File: config.mk
export PLATFORM = sky130hd
export DESIGN_NAME = muldiv_seq
export DESIGN_NICKNAME = d
export VERILOG_FILES = /design/src/rtl/muldiv_seq.sv
export SDC_FILE = /design/constraint.sdc
export NUM_CORES = 1
export LEC_CHECK = 0
export CAP_MARGIN = 10
export CORE_MARGIN = 1
export CORE_UTILIZATION = 60
export DETAILED_ROUTE_END_ITERATION = 10
export PLACE_DENSITY = 0.91
export RECOVER_POWER = 25
export REMOVE_ABC_BUFFERS = 1
export SETUP_SLACK_MARGIN = 0.5
export SLEW_MARGIN = 15
export SYNTH_ARGS = -nofsm -noshare
export SYNTH_HDL_FRONTEND = slang
export SYNTH_SLANG_ARGS = --single-unit
File: constraint.sdc
create_clock -name clk -period 4.5 [get_ports clk]
set_clock_uncertainty 0.05 [all_clocks]
set_input_delay 0.675 -clock clk [delete_from_list [all_inputs] [get_ports clk]]
set_output_delay 0.675 -clock clk [all_outputs]
set_load 0.02 [all_outputs]
File: src/rtl/muldiv_seq.sv
// Sequential RV32M multiply/divide unit: 32-iteration shift-add multiply and
// restoring divide over operand magnitudes, with sign fix-up in a final state.
module muldiv_seq (
    input  logic        clk,
    input  logic        rst_n,
    input  logic        start,
    input  logic [2:0]  mdcode,
    input  logic [31:0] op1,
    input  logic [31:0] op2,
    input  logic [4:0]  dst_in,
    input  logic        flush,
    output logic        busy,
    output logic        done,
    output logic [31:0] result,
    output logic [4:0]  dst_out
);
    typedef enum logic [1:0] {S_IDLE, S_CALC, S_FIX, S_DONE} state_e;

    state_e      state_q, state_d;
    logic [4:0]  cnt_q, cnt_d;
    logic [2:0]  op_q, op_d;
    logic [31:0] hi_q, hi_d;
    logic [31:0] lo_q, lo_d;
    logic [31:0] b_q, b_d;
    logic        neg_q, neg_d;
    logic        spec_q, spec_d;
    logic [4:0]  dreg_q, dreg_d;
    logic [31:0] result_q, result_d;
    logic [4:0]  dst_q, dst_d;

    logic        is_div, sa, sb, div0, ovf;
    logic [31:0] ma, mb, fix_val;
    logic [32:0] sum, rem_sh;
    logic [33:0] diff;
    logic [63:0] prod;

    always_comb begin
        state_d  = state_q;
        cnt_d    = cnt_q;
        op_d     = op_q;
        hi_d     = hi_q;
        lo_d     = lo_q;
        b_d      = b_q;
        neg_d    = neg_q;
        spec_d   = spec_q;
        dreg_d   = dreg_q;
        result_d = result_q;
        dst_d    = dst_q;

        is_div = mdcode[2];
        sa     = op1[31] & (mdcode == 3'd1 || mdcode == 3'd2 || mdcode == 3'd4 || mdcode == 3'd6);
        sb     = op2[31] & (mdcode == 3'd1 || mdcode == 3'd4 || mdcode == 3'd6);
        ma     = sa ? -op1 : op1;
        mb     = sb ? -op2 : op2;
        div0   = is_div && (op2 == 32'd0);
        ovf    = (mdcode == 3'd4 || mdcode == 3'd6) &&
                 (op1 == 32'h8000_0000) && (op2 == 32'hFFFF_FFFF);

        // hi holds the partial product / running remainder, lo the multiplier / quotient
        sum    = {1'b0, hi_q} + (lo_q[0] ? {1'b0, b_q} : 33'd0);
        rem_sh = {hi_q, lo_q[31]};
        diff   = {1'b0, rem_sh} - {2'b00, b_q};
        prod   = neg_q ? -{hi_q, lo_q} : {hi_q, lo_q};

        if (spec_q)
            fix_val = lo_q;
        else if (!op_q[2])
            fix_val = (op_q == 3'd0) ? prod[31:0] : prod[63:32];
        else if (!op_q[1])
            fix_val = neg_q ? -lo_q : lo_q;
        else
            fix_val = neg_q ? -hi_q : hi_q;

        case (state_q)
            S_IDLE: begin
                if (start && !flush) begin
                    op_d   = mdcode;
                    dreg_d = dst_in;
                    cnt_d  = 5'd0;
                    b_d    = mb;
                    hi_d   = 32'd0;
                    lo_d   = ma;
                    neg_d  = (is_div && mdcode[1]) ? sa : (sa ^ sb);
                    spec_d = 1'b0;
                    state_d = S_CALC;
                    if (div0) begin
                        spec_d  = 1'b1;
                        lo_d    = mdcode[1] ? op1 : 32'hFFFF_FFFF;
                        state_d = S_FIX;
                    end else if (ovf) begin
                        spec_d  = 1'b1;
                        lo_d    = mdcode[1] ? 32'd0 : 32'h8000_0000;
                        state_d = S_FIX;
                    end
                end
            end
            S_CALC: begin
                if (op_q[2]) begin
                    if (!diff[33]) begin
                        hi_d = diff[31:0];
                        lo_d = {lo_q[30:0], 1'b1};
                    end else begin
                        hi_d = rem_sh[31:0];
                        lo_d = {lo_q[30:0], 1'b0};
                    end
                end else begin
                    hi_d = sum[32:1];
                    lo_d = {sum[0], lo_q[31:1]};
                end
                cnt_d = cnt_q + 5'd1;
                if (cnt_q == 5'd31)
                    state_d = S_FIX;
            end
            S_FIX: begin
                result_d = fix_val;
                dst_d    = dreg_q;
                state_d  = S_DONE;
            end
            default: state_d = S_IDLE;
        endcase

        if (flush) begin
            state_d  = S_IDLE;
            result_d = result_q;
            dst_d    = dst_q;
        end

        busy = (state_q == S_IDLE && start && !flush) ||
               state_q == S_CALC || state_q == S_FIX;
        done = (state_q == S_DONE);
    end

    always_ff @(posedge clk or negedge rst_n) begin
        if (!rst_n) begin
            state_q  <= S_IDLE;
            cnt_q    <= '0;
            op_q     <= '0;
            hi_q     <= '0;
            lo_q     <= '0;
            b_q      <= '0;
            neg_q    <= 1'b0;
            spec_q   <= 1'b0;
            dreg_q   <= '0;
            result_q <= '0;
            dst_q    <= '0;
        end else begin
            state_q  <= state_d;
            cnt_q    <= cnt_d;
            op_q     <= op_d;
            hi_q     <= hi_d;
            lo_q     <= lo_d;
            b_q      <= b_d;
            neg_q    <= neg_d;
            spec_q   <= spec_d;
            dreg_q   <= dreg_d;
            result_q <= result_d;
            dst_q    <= dst_d;
        end
    end

    assign result  = result_q;
    assign dst_out = dst_q;
endmodule

==> metrics.txt <==
Syn Inst Count=roughly 2000; die height=around 160 um; commonest non-fill, non-tap cells in the layout=212 x nand2_1, 194 x o21ai_0, 172 x nor2_1; clock buffer depth=2; max cap viols=1; Die X=160 um; EDFF count, synth=0; wire length per cell=21.9 um; failing checks=max-capacitance violations, max-slew violations; Initial Utilization=0.612; I/O Buffers=114; slowest stage cell, crit path=o31ai_1; Power Dens Cells=851 nW/um^2; Root Buffer=clkbuf_16; most common flop cell mapped by yosys=dfrtp_1; final hold violation count=0; utilization after layout=0.700; relative slew slack=-0.420; critical-path cell list=clkinvlp_4 -> buf_4 -> nor2_1 -> ha_1 -> o21ai_0 -> a21oi_1 -> o31ai_1 -> o21ai_0 -> a211oi_1 -> buf_4 -> nor2_1 -> a31oi_1 -> xnor2_1 -> a221o_1; Yosys cell types=84; Routed Antenna Nets=0; fraction of layout cells with a size suffix above 1=0.0708; multi-input logic area=10400 um^2; Leakage=7.34 nW; WHS Endpoint=dst_out[2]; final wirelength=51.7 mm; run status=finished, violations left; Hold Path Origin=dreg_q[2]; Placed Cells incl. Taps=2324; VDD IR-drop max=around 0.66 mV; gr usage total=0.402; grt ovf=0; RR Startpoint=lo_q[0]; largest net degree at the start of global routing=80; worst reg2reg path depth=14; CTS tree=done; CP Capture Type=flop; Die ar.=25400 um^2; total I/O pin count=115; Mapped Area=roughly 15000 um^2; part of the cycle the worst path needs=0.873; FP Rows=57; total vias in the final route=between 15000 and 20000; Reg area=3760 um^2; H-tree levels=4; YS warnings=0; Period minus WS final=around 3.9 ns; reg2reg setup slack=around 0.57 ns; CP max stage delay=0.56 ns; FF-to-FF End=hi_q[23]; DRC viols=0; Seq cells post-synth=150; ANT cells=0; area leader, netlist=dfrtp_1; initial antenna violation count=0; first-pass GRT wire length=just over 80 mm; Final Instance Count excl. Fillers=roughly 2400; Worst Path Arrival=4.21 ns; Synth area leaders=dfrtp_1 25%, o21ai_0 6.5%, ha_1 6.3%; hold depth=2; Mean Syn Cell Area=7.59 um^2; worst skew pair latency=0.46 ns; Crit Path Max Fanout=7; CP required=4.79 ns; area fraction of the dominant cell type after synthesis=0.252; clk sinks=150; setup TNS=0 ns; Iter 0 DRT Violations=around 2200; fmax=255 MHz; commonest non-fill, non-tap cell in the layout=nand2_1; vias in the first global route=15100; Pre-antenna DRT Iters=8; CTS buffer count=17; Final nets=2174; FFs w/ async S/R, synth=1.00; startpoint types=flop; Setup CP Type=flop to flop; Min Hold Slack=approximately 0.43 ns; unrepaired setup endpoints after global routing=false; detailed placement HPWL=around 38 mm; sequential area share after synthesis=0.252; GP Congestion=1.01; Placeable Area=24300 um^2; final max-slew violation count=about 80; vias per cell=6.92; Final Setup Violations=0; clock slew at reported path FFs=0.08 ns; fillers=1970; worst slew pin tran=2.13 ns; area delta synth->final=14.4%; worst hold path type=flop to flop
[where the power goes]
group / switching, W / internal (W) / total, W
sequential: 0.00107 / 0.00195 / 0.00302
combinational: 0.00608 / 0.00381 / 0.00989
clock: 0.000722 / 0.000860 / 0.00158
total: 0.00787 / 0.00662 / 0.0145
[sequential cells by signal (all words and copies together), names as in the netlist]
name and cells:
op_q 3, neg_q 1, dreg_q 5, state_q 2, hi_q 32, dst_out 5, result 32, spec_q 1
b_q 32, lo_q 32, cnt_q 5
[per-layer routing]
metal	up-vias	track usage	wire (um)
met5	-	0	0
met4	0	0.159	2020
met3	196	0.0990	6430
met2	1079	0.616	22800
met1	7721	0.543	20400
li1	7329	-	-
[per-stage QoR]
step | power [W] | setup WS [ns] | cell area (um^2)
6_report | 0.0145 | 0.573 | 17000
5_1_grt | 0.0153 | 0.505 | 17000
4_1_cts | 0.0141 | 0.587 | 17000
3_5_place_dp | 0.0124 | 0.391 | 16400
3_3_place_gp | 0.0122 | 0.420 | 16400
2_1_floorplan | 0.00938 | -0.373 | 14400
[cells in the mapped netlist (all sizes together) (14+ instances only)]
master / number
nor3: 42
nand4: 18
a21oi: 166
nor4: 19
xnor2: 80
a31oi: 21
a211oi: 17
nand3: 53
or3: 28
nand2: 212
o211ai: 19
nor2: 174
xor2: 61
a22oi: 14
buf: 18
dfrtp: 150
a311oi: 14
inv: 72
o221ai: 20
a21o: 47
mux2i: 52
o21ai: 204
o31ai: 29
nand2b: 17
a221oi: 22
clkbuf: 112
ha: 75
or4: 18
and2: 15
[final cells by class]
class | count | share of cell area
Clock buffer | 18 | 0.0258
Clock inverter | 14 | 0.0104
Inverter | 75 | 0.0168
Multi-Input combinational cell | 1605 | 0.610
Sequential cell | 150 | 0.221
Tap cell | 324 | 0.0238
Timing Repair Buffer | 172 | 0.0930
[kinds of logic after synthesis]
| kind of cell | after synthesis | share of synthesized area |
|---|---|---|
| xor+xnor | 141 | 0.0830 |
| compound gates | 670 | 0.290 |
| flops | 150 | 0.252 |
| fa+ha+maj | 77 | 0.0657 |
| buf+inv | 205 | 0.0540 |
| mux | 54 | 0.0365 |
| simple gates | 663 | 0.219 |
[worst max-delay path: cells and delay by family (launching register included)]
| family | cells | cell delay (ns) |
|---|---|---|
| buffers and inverters | 3 | 0.62 |
| XOR/XNOR | 1 | 0.12 |
| adder cells (fa/ha/maj) | 1 | 0.28 |
| AND/OR/NAND/NOR | 2 | 0.18 |
| AO/OA/AOI/OAI | 7 | 2.04 |
| flip-flops | 1 | 0.53 |
[how the worst max path moves through the flow]
stage / slack (ns) / to / from / cells after the start
after floorplan: -0.37 / hi_q[19] / state_q[1] / 9
after global placement: 0.42 / lo_q[17] / op2[0] / 12
after detailed placement: 0.39 / lo_q[17] / op1[0] / 13
after CTS: 0.59 / hi_q[4] / hi_q[5] / 11
after global routing: 0.50 / hi_q[25] / lo_q[0] / 14
final: 0.57 / hi_q[23] / lo_q[0] / 14
[timing repair]
| action | in CTS | in global routing |
|---|---|---|
| hold buffers | 0 | 0 |
| setup buffers | 0 | 2 |
| resized for setup | 0 | 7 |
| setup endpoints to repair | 0 | 5 |
Power figures use the tool's default switching activity.
